--- config.mk ---
export PLATFORM = sky130hd
export DESIGN_NAME = anton_neopixel_decoder
export DESIGN_NICKNAME = d
export VERILOG_FILES = /design/src/rtl/anton_neopixel_decoder.sv
export SDC_FILE = /design/constraint.sdc
export NUM_CORES = 1
export LEC_CHECK = 0
export BUFFER_PORTS_ARGS = -buffer_cell sky130_fd_sc_hd__buf_2
export CAP_MARGIN = 5
export CORE_ASPECT_RATIO = 1.2
export CORE_UTILIZATION = 53
export DETAILED_ROUTE_END_ITERATION = 6
export PLACE_DENSITY_LB_ADDON = 0.2
export REMOVE_ABC_BUFFERS = 1
export SLEW_MARGIN = 10
export SYNTH_ARGS = -nofsm -noshare
export SYNTH_HDL_FRONTEND = slang
export SYNTH_SLANG_ARGS = --single-unit
export TNS_END_PERCENT = 20
--- constraint.sdc ---
create_clock -name clk7mhz -period 3.2 [get_ports clk7mhz]
set_clock_uncertainty 0.15 [all_clocks]
set_input_delay 0.8 -clock clk7mhz [delete_from_list [all_inputs] [get_ports clk7mhz]]
set_output_delay 0.8 -clock clk7mhz [all_outputs]
set_load 0.01 [all_outputs]
--- src/rtl/anton_neopixel_decoder.sv ---
// WS2812-style line receiver: pulse-width bit recovery, byte assembly and pixel-buffer writes.
// Defining ANTON_NEOPIXEL_DECODER_32BIT_EN adds input mode32 for the transmitter's 32-bit address layout.
module anton_neopixel_decoder #(
  parameter int BUFFER_END    = 255,
  parameter int BIT_THRESHOLD = 4,
  parameter int MIN_HIGH      = 1,
  parameter int MAX_HIGH      = 8,
  parameter int RESET_DETECT  = 300,
  localparam int BUFFER_BITS  = $clog2(BUFFER_END + 1)
) (
  input  logic                   clk7mhz,
  input  logic                   reset,
  input  logic                   enable,
  input  logic                   neoData,
`ifdef ANTON_NEOPIXEL_DECODER_32BIT_EN
  input  logic                   mode32,
`endif
  output logic                   wrValid,
  output logic [BUFFER_BITS-1:0] wrAddr,
  output logic [7:0]             wrData,
  output logic                   frameDone,
  output logic [BUFFER_BITS:0]   frameBytes,
  output logic                   overflow,
  output logic                   bitError,
  output logic                   busy
);
  localparam int AW       = BUFFER_BITS + 1;
  localparam int LOW_BITS = $clog2(RESET_DETECT + 1);

  localparam logic [3:0]          THR_C     = 4'(BIT_THRESHOLD);
  localparam logic [3:0]          MINH_C    = 4'(MIN_HIGH);
  localparam logic [3:0]          MAXH_C    = 4'(MAX_HIGH);
  localparam logic [LOW_BITS-1:0] RST_C     = LOW_BITS'(RESET_DETECT);
  localparam logic [LOW_BITS-1:0] LOW_ONE   = LOW_BITS'(1);
  localparam logic [AW-1:0]       LAST_ADDR = AW'(BUFFER_END);
  localparam logic [AW-1:0]       CNT_ONE   = AW'(1);
  localparam logic [AW-1:0]       CNT_TWO   = AW'(2);

  typedef enum logic [1:0] {SYNC, IDLE, HIGH, LOW} state_t;

  state_t                 state_q;
  logic                   sync1_q, sync2_q, dly_q;
  logic [3:0]             highCnt_q;
  logic [LOW_BITS-1:0]    lowCnt_q;
  logic [2:0]             bitCnt_q;
  logic [AW-1:0]          byteCnt_q;
  logic [AW-1:0]          addrCnt_q;
  logic [1:0]             grpCnt_q;
  logic [6:0]             shift_q;
  logic                   mode32_q;
  logic                   wrValid_q, frameDone_q, overflow_q, bitError_q;
  logic [BUFFER_BITS-1:0] wrAddr_q;
  logic [7:0]             wrData_q;
  logic [AW-1:0]          frameBytes_q;

  logic [3:0]             highInc_d;
  logic [LOW_BITS-1:0]    lowInc_d;
  logic                   bit_d;
  logic [7:0]             byte_d;
  logic [AW-1:0]          addrNext_d;
  logic [1:0]             grpNext_d;
  logic                   rise_w, fall_w, mode32_w;

`ifdef ANTON_NEOPIXEL_DECODER_32BIT_EN
  assign mode32_w = mode32;
`else
  assign mode32_w = 1'b0;
`endif

  always_ff @(posedge clk7mhz) begin
    if (reset) begin
      sync1_q <= 1'b0;
      sync2_q <= 1'b0;
      dly_q   <= 1'b0;
    end else begin
      sync1_q <= neoData;
      sync2_q <= sync1_q;
      dly_q   <= sync2_q;
    end
  end

  assign rise_w = sync2_q & ~dly_q;
  assign fall_w = ~sync2_q & dly_q;

  // In 32-bit layout the fourth slot of every address group is left for the unused byte.
  always_comb begin
    highInc_d  = (highCnt_q == 4'hF) ? highCnt_q : highCnt_q + 4'd1;
    lowInc_d   = (lowCnt_q == RST_C) ? lowCnt_q : lowCnt_q + LOW_ONE;
    bit_d      = (highCnt_q >= THR_C);
    byte_d     = {shift_q, bit_d};
    addrNext_d = addrCnt_q + ((mode32_q && grpCnt_q == 2'd2) ? CNT_TWO : CNT_ONE);
    grpNext_d  = (grpCnt_q == 2'd2) ? 2'd0 : grpCnt_q + 2'd1;
  end

  always_ff @(posedge clk7mhz) begin
    if (reset || !enable) begin
      state_q     <= SYNC;
      highCnt_q   <= '0;
      lowCnt_q    <= '0;
      bitCnt_q    <= '0;
      byteCnt_q   <= '0;
      addrCnt_q   <= '0;
      grpCnt_q    <= '0;
      shift_q     <= '0;
      mode32_q    <= 1'b0;
      wrValid_q   <= 1'b0;
      wrAddr_q    <= '0;
      wrData_q    <= '0;
      frameDone_q <= 1'b0;
      bitError_q  <= 1'b0;
      if (reset) begin
        frameBytes_q <= '0;
        overflow_q   <= 1'b0;
      end
    end else begin
      wrValid_q   <= 1'b0;
      frameDone_q <= 1'b0;
      bitError_q  <= 1'b0;
      case (state_q)
        SYNC: begin
          if (sync2_q) begin
            lowCnt_q <= '0;
          end else if (lowInc_d == RST_C) begin
            lowCnt_q <= '0;
            state_q  <= IDLE;
          end else begin
            lowCnt_q <= lowInc_d;
          end
        end
        IDLE: begin
          bitCnt_q  <= '0;
          byteCnt_q <= '0;
          addrCnt_q <= '0;
          grpCnt_q  <= '0;
          mode32_q  <= mode32_w;
          if (rise_w) begin
            overflow_q <= 1'b0;
            highCnt_q  <= 4'd1;
            lowCnt_q   <= '0;
            state_q    <= HIGH;
          end
        end
        HIGH: begin
          // The rising-edge tick already counted as high tick one.
          if (fall_w) begin
            if (highCnt_q < MINH_C) begin
              bitError_q <= 1'b1;
              lowCnt_q   <= '0;
              state_q    <= SYNC;
            end else begin
              shift_q  <= byte_d[6:0];
              bitCnt_q <= bitCnt_q + 3'd1;
              lowCnt_q <= LOW_ONE;
              state_q  <= LOW;
              if (bitCnt_q == 3'd7) begin
                if (addrCnt_q <= LAST_ADDR) begin
                  wrValid_q <= 1'b1;
                  wrAddr_q  <= addrCnt_q[BUFFER_BITS-1:0];
                  wrData_q  <= byte_d;
                  byteCnt_q <= byteCnt_q + CNT_ONE;
                  addrCnt_q <= addrNext_d;
                  grpCnt_q  <= grpNext_d;
                end else begin
                  overflow_q <= 1'b1;
                end
              end
            end
          end else if (highInc_d > MAXH_C) begin
            bitError_q <= 1'b1;
            lowCnt_q   <= '0;
            state_q    <= SYNC;
          end else begin
            highCnt_q <= highInc_d;
          end
        end
        LOW: begin
          if (rise_w) begin
            highCnt_q <= 4'd1;
            lowCnt_q  <= '0;
            state_q   <= HIGH;
          end else if (lowInc_d == RST_C) begin
            frameDone_q  <= 1'b1;
            frameBytes_q <= byteCnt_q;
            bitError_q   <= (bitCnt_q != 3'd0);
            lowCnt_q     <= '0;
            state_q      <= IDLE;
          end else begin
            lowCnt_q <= lowInc_d;
          end
        end
        default: state_q <= SYNC;
      endcase
    end
  end

  assign wrValid    = wrValid_q;
  assign wrAddr     = wrAddr_q;
  assign wrData     = wrData_q;
  assign frameDone  = frameDone_q;
  assign frameBytes = frameBytes_q;
  assign overflow   = overflow_q;
  assign bitError   = bitError_q;
  assign busy       = (state_q == HIGH) || (state_q == LOW);

endmodule

==> results of run 1 <==
-- flip-flops by register name, summed over array words and instances, names as in the netlist, 3 cells and up --
name / flops
wrData: 8
addrCnt_q: 9
frameBytes: 9
wrAddr: 8
shift_q: 7
lowCnt_q: 9
highCnt_q: 4
bitCnt_q: 3
byteCnt_q: 9
-- routing by layer --
layer	track usage (%)	part of all wire (%)	vias up
li1	-	-	1566
met4	13.14	1.7	0
met3	5.075	4.1	13
met2	38.91	50	82
met5	0	0	-
met1	26.88	44	1423
-- power by group through the flow --
stage / Combinational, uW / Clock, uW / Sequential [uW]
after floorplan: 24.0 / 0 / 990
after global placement: 49.1 / 0 / 987
after detailed placement: 48.6 / 0 / 987
after CTS: 48.8 / 900 / 965
after global routing: 53.9 / 938 / 966
final: 48.3 / 885 / 965
-- stage by stage --
| stage | setup WS (ns) | cell area (um2) |
|---|---|---|
| global route | 0.07197 | 4046 |
| global placement | 0.4705 | 3806 |
| CTS | 0.3891 | 4046 |
| finish | 0.3860 | 4046 |
| floorplan | 0.5230 | 3468 |
| detailed placement | 0.4206 | 3806 |
-- cell families after synthesis --
kind of cell / share of synthesized area (%)
AOI/OAI and AO/OA: 18.27
xor gates and xnor gates: 3.196
adders and majority gates: 3.512
buffers and inverters: 3.899
DFF: 44.96
muxes: 0.5620
and+or+nand+nor: 25.61
-- synth_stat cells (2+ instances only) --
| library cell | count |
|---|---|
| sky130_fd_sc_hd__nor2b_1 | 8 |
| sky130_fd_sc_hd__o21ai_1 | 3 |
| sky130_fd_sc_hd__dfxtp_1 | 65 |
| sky130_fd_sc_hd__or2_1 | 2 |
| sky130_fd_sc_hd__nor3b_1 | 2 |
| sky130_fd_sc_hd__o21ai_0 | 14 |
| sky130_fd_sc_hd__o31ai_1 | 2 |
| sky130_fd_sc_hd__nand4_1 | 6 |
| sky130_fd_sc_hd__nand2_1 | 65 |
| sky130_fd_sc_hd__nand3_1 | 20 |
| sky130_fd_sc_hd__a211o_1 | 2 |
| sky130_fd_sc_hd__nor3_1 | 9 |
| sky130_fd_sc_hd__ha_1 | 10 |
| sky130_fd_sc_hd__o2111ai_1 | 2 |
| sky130_fd_sc_hd__and2_1 | 10 |
| sky130_fd_sc_hd__mux2i_1 | 2 |
| sky130_fd_sc_hd__nand3b_1 | 3 |
| sky130_fd_sc_hd__a41o_1 | 2 |
| sky130_fd_sc_hd__o21a_1 | 2 |
| sky130_fd_sc_hd__a211oi_1 | 8 |
| sky130_fd_sc_hd__or3_1 | 4 |
| sky130_fd_sc_hd__nand2b_1 | 8 |
| sky130_fd_sc_hd__edfxtp_1 | 10 |
| sky130_fd_sc_hd__clkbuf_1 | 24 |
| sky130_fd_sc_hd__inv_1 | 12 |
| sky130_fd_sc_hd__xnor2_1 | 9 |
| sky130_fd_sc_hd__nor2_1 | 39 |
| sky130_fd_sc_hd__nor4_1 | 4 |
| sky130_fd_sc_hd__xor2_1 | 4 |
| sky130_fd_sc_hd__a31oi_1 | 8 |
| sky130_fd_sc_hd__a21oi_1 | 47 |
-- worst paths after layout --
path                            slack (ns)                           to                startpoint
worst min-delay path                  0.31       wrAddr[3]$_SDFFE_PP0P_    wrAddr[3]$_SDFFE_PP0P_
worst min register to register        0.31       wrAddr[3]$_SDFFE_PP0P_    wrAddr[3]$_SDFFE_PP0P_
worst max register to register        0.39  frameBytes[0]$_SDFFCE_PP0P_  lowCnt_q[6]$_SDFFE_PP0P_
worst max-delay path                  0.39  frameBytes[0]$_SDFFCE_PP0P_  lowCnt_q[6]$_SDFFE_PP0P_
-- worst max-delay path, stage by stage, from the launching register on --
cell and delay (ns):
sky130_fd_sc_hd__dfxtp_1 0.35, sky130_fd_sc_hd__or4b_4 0.57, sky130_fd_sc_hd__nor2_2 0.22, sky130_fd_sc_hd__a31oi_1 0.13, sky130_fd_sc_hd__a211o_1 0.38, sky130_fd_sc_hd__nor3_1 0.27
sky130_fd_sc_hd__a21o_1 0.41
-- layout make-up --
class / instances / share of cell area [%]
clock buffers: 11 / 3.494
clock inverters: 4 / 2.443
inverters: 12 / 1.113
multi-input cells: 318 / 45.18
flip-flops and latches: 75 / 39.58
well taps: 85 / 2.628
repair buffers: 41 / 5.566
==> metrics.txt, run 1 <==
global-route usage over all layers 23.09%; Post-route DRC 0; minimum period implied by the final worst setup slack 2.814 ns; fin crit share approximately 88%; number of buffers inserted during clock tree synthesis 9; clock tree sinks 75; core area 0.006446 mm2; signal arrival time at the worst endpoint 2.68 ns; result of the run completed; Worst slew margin 40.26%; Port Buffers 33; number of antenna violations at the first check in global routing 0; largest fanout on the critical path 9; number of nets with antenna violations after routing 0; sw frac 20.33%; max capacitance violation total 0; Final Hold Slack slightly above 0.3 ns; Logic pwr share 2.5%; Hold Crit Depth 2; buffer count from post-CTS setup fixing 0; Die Span X 76.84 um; proportion of register bits with asynchronous set or reset after synthesis 0%; endpoints failing setup 0; wire length reported by the detailed router 7503 um; clock network power share between 40% and 50%; starting utilization of the core area a little under three fifths; clock tree from TritonCTS built; highest-count cells in the layout ignoring fill and taps 65 x sky130_fd_sc_hd__nand2_1, 65 x sky130_fd_sc_hd__dfxtp_1, 47 x sky130_fd_sc_hd__a21oi_1; leftover overflow at the end of global routing 0; number of detailed-routing iterations run before antenna repair 6; depth of the most critical reg-to-reg path 6; worst setup path class flip-flop to flip-flop; peak supply drop 0.0002930 V; Die Y-Extent 91.81 um; leakage dissipation 0.001409 uW; slew at the pin with the worst max-slew slack about 0.89 ns; Synth Instances 430; Core Util, Final 62.77%; dominant cells by area after synthesis sky130_fd_sc_hd__dfxtp_1 37%, sky130_fd_sc_hd__edfxtp_1 8.4%, sky130_fd_sc_hd__nand2_1 6.8%, sky130_fd_sc_hd__a21oi_1 6.6%, sky130_fd_sc_hd__nor2_1 4.1%; areal power density over the cells 469.1 mW/mm2; Root Buffer Master sky130_fd_sc_hd__clkbuf_8; share of the synthesized area in the top cell type around 37%; Total Power roughly 1900 uW; internal power consumption around 1500 uW; pin count of the biggest net entering global routing 23; vias after detailed routing 3,084; total net switching power 385.9 uW; maximum level of the CTS H-tree 3; hpwl dp 5171 um; max-slew violations 0; dominant register cell in the synthesized netlist sky130_fd_sc_hd__dfxtp_1; cell total after placement 531; CP Data Required Time 3.06 ns; count of nets after finishing ~470; Clock Pin Slew Worst Setup and Hold Paths 0.08 ns; Post-CTS Resized 0; sort of element at the start of the critical path flip-flop; hold crit path type flip-flop to flip-flop; sequential cell area roughly 0.0016 mm2; warning count from the yosys run 0; number of failing hold endpoints at the final stage 0; Clock Latency Late Sink 0.35 ns; Post-Synthesis Cell Area 0.003562 mm2; site row count 32; Synth Area per Inst 8.284 um2; number of flops mapped to enable cells by yosys 10; element type at the critical path end flip-flop; Longest Clk Path Bufs 2; count of placed standard cells in the final layout, fillers left out 546; number of primary I/O pins 34; per-cell routed wire length 13.74 um; register bit count reported by yosys 75; global placement routability congestion around 0.93; cts hold-fix bufs 0; number of vias per cell ~5.6; unique cell type count in the Yosys netlist 55; number of violations reported at the end of detailed-routing iteration 0 134; post-synthesis cell type with the largest combined area sky130_fd_sc_hd__dfxtp_1; vias in the first global route 2,884; Reg power frac around half; final-layout setup total negative slack 0 ns; synthesis-to-layout area growth 13.59%; first-pass GRT wire length 12,870 um; fraction of the yosys area taken by sequential cells 44.96%; maximum achievable frequency 355.4 MHz; Die Area 0.007054 mm2; share of cells above drive strength 1 13.88%; Fill cells 581; area of the multi-input gates between 0.0015 and 0.002 mm2; n_diodes 0; RSZ-0062 raised after global routing false
Power figures use the tool's default switching activity.
==> inputs of run 2 (changes only) <==
--- a/config.mk
+++ b/config.mk
@@ -5,11 +5,12 @@
 export SDC_FILE = /design/constraint.sdc
 export NUM_CORES = 1
 export LEC_CHECK = 0
-export BUFFER_PORTS_ARGS = -buffer_cell sky130_fd_sc_hd__buf_2
 export CAP_MARGIN = 5
 export CORE_ASPECT_RATIO = 1.2
 export CORE_UTILIZATION = 53
+export CTS_BUF_LIST = sky130_fd_sc_hd__clkbuf_2 sky130_fd_sc_hd__clkbuf_4 sky130_fd_sc_hd__clkbuf_8
 export DETAILED_ROUTE_END_ITERATION = 6
+export DONT_BUFFER_PORTS = 1
 export PLACE_DENSITY_LB_ADDON = 0.2
 export REMOVE_ABC_BUFFERS = 1
 export SLEW_MARGIN = 10
==> run 2 against run 1 <==
Core utilization fell by 3.1 points. Largest cell class unchanged. Die area did not move. First-iteration DRC count rose by 27%. Largest power group unchanged.
==> metrics.txt, run 2 (synthesis gave the netlist of run 1 again) <==
clock tree from TritonCTS built; cts hold-fix bufs 0 (unchanged); number of nets with antenna violations after routing 0 (unchanged); slew at the pin with the worst max-slew slack 0.8619 ns (-0.02655 ns); share of cells above drive strength 1 7.907% (-6.0 points); number of vias per cell 5.695 (+0.83%); worst setup path start lowCnt_q[6]$_SDFFE_PP0P_; cell with the largest stage delay on the worst path sky130_fd_sc_hd__or4b_4; final-layout setup total negative slack 0 ns (unchanged); total buffers and inverters traversed by the critical path 0 (unchanged); Post-CTS Resized 0 (unchanged); wire length reported by the detailed router 7458 um (-0.60%); global-route usage over all layers 22.37% (-0.72 points); core area 0.006446 mm2 (unchanged); source of the worst hold timing path sync1_q$_SDFF_PP0_; count of placed standard cells in the final layout, fillers left out 515 (-5.7%); largest fanout on the critical path 9 (unchanged); Port Buffers 0 (-100%); Clock Latency Late Sink 0.36 ns (about the same); pin count of the biggest net entering global routing 25 (+8.7%); hpwl dp 5123 um (-0.94%); Die Area 0.007054 mm2 (unchanged); delay of the slowest cell on the worst path 0.57 ns (about the same); sort of element at the start of the critical path flip-flop; leakage dissipation 0.001221 uW (-13%); Fill cells 567 (-2.4%); cell total after placement 499 (-6.0%); number of buffers inserted during clock tree synthesis 9 (unchanged); n_diodes 0 (unchanged); vias after detailed routing 2,933 (-4.9%); Worst slew margin 42.05% (+1.8 points); vias in the first global route 2,671 (-7.4%); worst path cell trace or4b_4 > nor2_2 > a31oi_1 > a211o_1 > nor3_1 > a21o_1; hold crit path type flip-flop to flip-flop; peak supply drop 0.0002904 V (-0.90%); synthesis-to-layout area growth 7.973%; clock tree sinks 75 (unchanged); RSZ-0062 raised after global routing false; Clock Pin Slew Worst Setup and Hold Paths 0.08 ns (about the same); CP Data Required Time 3.07 ns (about the same); Post-route DRC 0 (unchanged); Die Y-Extent 91.81 um (unchanged); area of the multi-input gates 0.001828 mm2 (unchanged); result of the run completed; minimum period implied by the final worst setup slack 2.841 ns (+0.02713 ns); count of nets after finishing 439 (-6.8%); number of failing hold endpoints at the final stage 0 (unchanged); number of detailed-routing iterations run before antenna repair 4 (-2); first-pass GRT wire length 12,350 um (-4.0%); highest-count cells in the layout ignoring fill and taps 65 x sky130_fd_sc_hd__nand2_1, 65 x sky130_fd_sc_hd__dfxtp_1, 47 x sky130_fd_sc_hd__a21oi_1; starting utilization of the core area 55.26% (unchanged); Longest Clk Path Bufs 2 (unchanged); max capacitance violation total 0 (unchanged); worst setup path class flip-flop to flip-flop; element type at the critical path end flip-flop; endpoints failing setup 0 (unchanged); fin crit share 88.79% (+0.85 points); Top delay family on crit path simple AND/OR/NAND/NOR gates; areal power density over the cells 451.3 mW/mm2 (-3.8%); site row count 32 (unchanged); per-cell routed wire length 14.48 um (+5.4%); maximum level of the CTS H-tree 3 (unchanged); maximum achievable frequency 352.0 MHz (-0.95%); Critical R2R Launch lowCnt_q[6]$_SDFFE_PP0P_; Root Buffer Master sky130_fd_sc_hd__clkbuf_8; max-slew violations 0 (unchanged); signal arrival time at the worst endpoint 2.71 ns (+0.03 ns); buffer count from post-CTS setup fixing 0 (unchanged); sequential cell area 0.001602 mm2 (unchanged); number of violations reported at the end of detailed-routing iteration 0 170 (+27%); global placement routability congestion 0.9245 (-0.51%); number of primary I/O pins 34 (unchanged); leftover overflow at the end of global routing 0 (unchanged); number of antenna violations at the first check in global routing 0 (unchanged); Die Span X 76.84 um (unchanged)
==> run 2: cell type report <==
cell class	count	area share (%)
inverter	12	1.171
tap	85	2.765
sequential	75	41.64
clock inverter	6	1.724
clock buffer	10	3.416
timing repair buffer	9	1.757
multi-input combinational	318	47.53
==> run 2: path summary, 6_finish.rpt <==
kind                                       to  depth (start not counted)  slack, ns
setup / recovery  frameBytes[1]$_SDFFCE_PP0P_                          6       0.36
hold / removal             sync2_q$_SDFF_PP0_                          1       0.30
setup reg to reg  frameBytes[1]$_SDFFCE_PP0P_                          6       0.36
hold reg to reg            sync2_q$_SDFF_PP0_                          1       0.30
==> run 2: power by group <==
part	internal, uW	switching [uW]	leakage [uW]
Sequential	961	8.94	0.000623
Combinational	10.3	26.4	0.000506
Clock	368	361	0.0000919
==> run 2: worst reg2reg max path, stage by stage, from the launching register on <==
cell and delay, ns:
sky130_fd_sc_hd__dfxtp_1 0.35, sky130_fd_sc_hd__or4b_4 0.57, sky130_fd_sc_hd__nor2_2 0.21, sky130_fd_sc_hd__a31oi_1 0.13, sky130_fd_sc_hd__a211o_1 0.37, sky130_fd_sc_hd__nor3_1 0.31
sky130_fd_sc_hd__a21o_1 0.40
==> run 2: per-stage QoR <==
step | util [%] | worst slack, ns | power [uW] | cell area (um2) | hold WS [ns]
after global placement | 56.60 | 0.4916 | 1028 | 3649 | 0.2946
after global routing | 59.67 | 0.1920 | 1798 | 3846 | 0.3183
after detailed placement | 56.60 | 0.4058 | 1028 | 3649 | 0.2968
after CTS | 59.67 | 0.3756 | 1756 | 3846 | 0.3070
after floorplan | - | 0.5230 | 1014 | 3468 | 0.2638
final | 59.67 | 0.3588 | 1736 | 3846 | 0.3002
==> run 2: routing by layer <==
metal / wire length (um) / up-vias / track usage, %
met2: 3731 / 58 / 36.90
met4: 119 / 0 / 10.10
met1: 3332 / 1362 / 26.94
li1: - / 1500 / -
met3: 275 / 13 / 6.169
met5: 0 / - / 0
==> inputs of run 3 (changes only) <==
--- a/config.mk
+++ b/config.mk
@@ -6,8 +6,10 @@
 export NUM_CORES = 1
 export LEC_CHECK = 0
 export CAP_MARGIN = 5
+export CELL_PAD_IN_SITES_DETAIL_PLACEMENT = 0
+export CELL_PAD_IN_SITES_GLOBAL_PLACEMENT = 2
 export CORE_ASPECT_RATIO = 1.2
-export CORE_UTILIZATION = 53
+export CORE_UTILIZATION = 40
 export CTS_BUF_LIST = sky130_fd_sc_hd__clkbuf_2 sky130_fd_sc_hd__clkbuf_4 sky130_fd_sc_hd__clkbuf_8
 export DETAILED_ROUTE_END_ITERATION = 6
 export DONT_BUFFER_PORTS = 1
==> run 3 against run 2 <==
Combinational power increased by 8.7%. Fmax decreased by 0.20%. Highest routed layer unchanged. Clock-buffer cell count unchanged. Critical path type unchanged. Largest power group unchanged. Register-to-register slack about the same. Non-clock buffer count increased by 3. Hold slack got worse by 0.0040 ns. Via count decreased by 0.68%. Core utilization decreased by 14 points.
==> metrics.txt, run 3 (synthesis gave the netlist of run 1 again) <==
peak supply drop 0.0002038 V (-30%); Logic pwr share 2.3% (+0.2 points); number of violations reported at the end of detailed-routing iteration 0 108 (-36%); clock network power share 41.2% (-0.8 points); global-route usage over all layers 18.50% (-3.9 points); wire length reported by the detailed router 7988 um (+7.1%); Clock Latency Late Sink 0.35 ns (about the same); highest-count cells in the layout ignoring fill and taps 65 x sky130_fd_sc_hd__nand2_1, 65 x sky130_fd_sc_hd__dfxtp_1, 47 x sky130_fd_sc_hd__a21oi_1; final setup margin 0.3531 ns (-0.005771 ns); minimum period implied by the final worst setup slack 2.847 ns (+0.005771 ns); number of vias per cell 5.296 (-7.0%); areal power density over the cells 440.2 mW/mm2 (-2.5%); Hold Crit Depth 2 (+1); starting utilization of the core area 41.37% (-14 points); Die Span X 88.15 um (+15%); Post-CTS Resized 0 (unchanged); count of placed standard cells in the final layout, fillers left out 550 (+6.8%); met2 WL 3872 um (+3.8%); Die Y-Extent 105.4 um (+15%); element type at the critical path end flip-flop; CP Data Required Time 3.06 ns (about the same); Worst slew margin 43.68% (+1.6 points); hpwl dp 5627 um (+9.8%); number of buffers inserted during clock tree synthesis 9 (unchanged); core area 0.008611 mm2 (+34%); signal arrival time at the worst endpoint 2.71 ns (about the same); slew at the pin with the worst max-slew slack 0.8376 ns (-0.02427 ns); cts hold-fix bufs 0 (unchanged); hold crit path type flip-flop to flip-flop; global placement routability congestion 0.8456 (-8.5%); Longest Clk Path Bufs 2 (unchanged); vias in the first global route 2,726 (+2.1%); RSZ-0062 raised after global routing false; Clock Pin Slew Worst Setup and Hold Paths 0.08 ns (about the same); per-cell routed wire length 14.52 um (+0.29%); fin crit share 88.97% (+0.18 points); pin count of the biggest net entering global routing 19 (-24%); Worst R2R Setup Slack 0.35 ns (about the same); site row count 37 (+16%); max-slew violations 0 (unchanged); Reg power frac 56.5% (+0.7 points); depth of the most critical reg-to-reg path 7 (+1); cell total after placement 534 (+7.0%); leftover overflow at the end of global routing 0 (unchanged); count of nets after finishing 442 (+0.68%); number of failing hold endpoints at the final stage 0 (unchanged); final-layout setup total negative slack 0 ns (unchanged); number of primary I/O pins 34 (unchanged); sort of element at the start of the critical path flip-flop; max capacitance violation total 0 (unchanged); top metal layer carrying routed signals met4; number of nets with antenna violations after routing 0 (unchanged); clock tree from TritonCTS built; met3 wire length 222 um (-19%); total net switching power 381.3 uW (-3.9%); met1 wire length 3723 um (+12%); setup slack at placement 0.3904 ns (-0.01541 ns); number of detailed-routing iterations run before antenna repair 5 (+1); number of antenna violations at the first check in global routing 0 (unchanged); worst setup path class flip-flop to flip-flop; first-pass GRT wire length 13,190 um (+6.8%); vias after detailed routing 2,913 (-0.68%); leakage dissipation 0.001241 uW (+1.6%); maximum achievable frequency 351.3 MHz (-0.20%); clock tree sinks 75 (unchanged); result of the run completed; synthesis-to-layout area growth 9.449%; Root Buffer Master sky130_fd_sc_hd__clkbuf_8; n_diodes 0 (unchanged); Port Buffers 0 (unchanged); internal power consumption 1335 uW (-0.32%); sw frac 22.21% (-0.64 points); Post-route DRC 0 (unchanged); buffer count from post-CTS setup fixing 0 (unchanged); endpoints failing setup 0 (unchanged); Die Area 0.009288 mm2 (+32%); share of cells above drive strength 1 8.083% (+0.18 points); largest fanout on the critical path 9 (unchanged); maximum level of the CTS H-tree 3 (unchanged)
-- run 3: layout make-up --
cell class	count	area [um2]
Fill cell	882	4712
Timing Repair Buffer	12	90.09
Tap cell	117	146.4
Clock buffer	10	131.4
Clock inverter	6	56.30
Sequential cell	75	1602
Multi-Input combinational cell	318	1828
Inverter	12	45.04
-- run 3: worst paths after layout --
kind	from	endpoint
max reg2reg	lowCnt_q[0]$_SDFFE_PP0P_	frameBytes[0]$_SDFFCE_PP0P_
min reg2reg	shift_q[6]$_SDFFE_PP0P_	wrData[7]$_SDFFE_PP0P_
max	lowCnt_q[0]$_SDFFE_PP0P_	frameBytes[0]$_SDFFCE_PP0P_
min	shift_q[6]$_SDFFE_PP0P_	wrData[7]$_SDFFE_PP0P_
-- run 3: through the flow --
step | instance area (um2) | hold WS, ns | utilization [%] | total power [uW]
5_1_grt | 3899 | 0.3271 | 45.28 | 1781
4_1_cts | 3899 | 0.3094 | 45.28 | 1738
6_report | 3899 | 0.2962 | 45.28 | 1716
3_5_place_dp | 3711 | 0.2963 | 43.10 | 1032
2_1_floorplan | 3468 | 0.2638 | - | 1014
3_3_place_gp | 3711 | 0.2951 | 43.10 | 1032
-- run 3: critical path, cell delays in order (launching register included) --
cell and delay [ns]:
sky130_fd_sc_hd__dfxtp_1 0.45, sky130_fd_sc_hd__ha_1 0.33, sky130_fd_sc_hd__nand2_1 0.12, sky130_fd_sc_hd__o21ai_0 0.25
sky130_fd_sc_hd__o2111ai_1 0.19, sky130_fd_sc_hd__a211o_1 0.32, sky130_fd_sc_hd__nor3_1 0.30, sky130_fd_sc_hd__a21o_1 0.40
-- run 3: metal layers --
metal  global-route usage, %  up-vias
met2                   30.90       44
met3                   4.229       10
li1                        -     1504
met4                   8.295        0
met1                   22.28     1355
met5                       0        -
-- run 3: power by group through the flow --
stage                     sequential [uW]  combinational (uW)  clock (uW)
after floorplan                       990                24.0           0
after global placement                991                40.8           0
after detailed placement              992                40.3           0
after CTS                             970                40.3         728
after global routing                  971                44.1         766
final                                 970                39.9         707
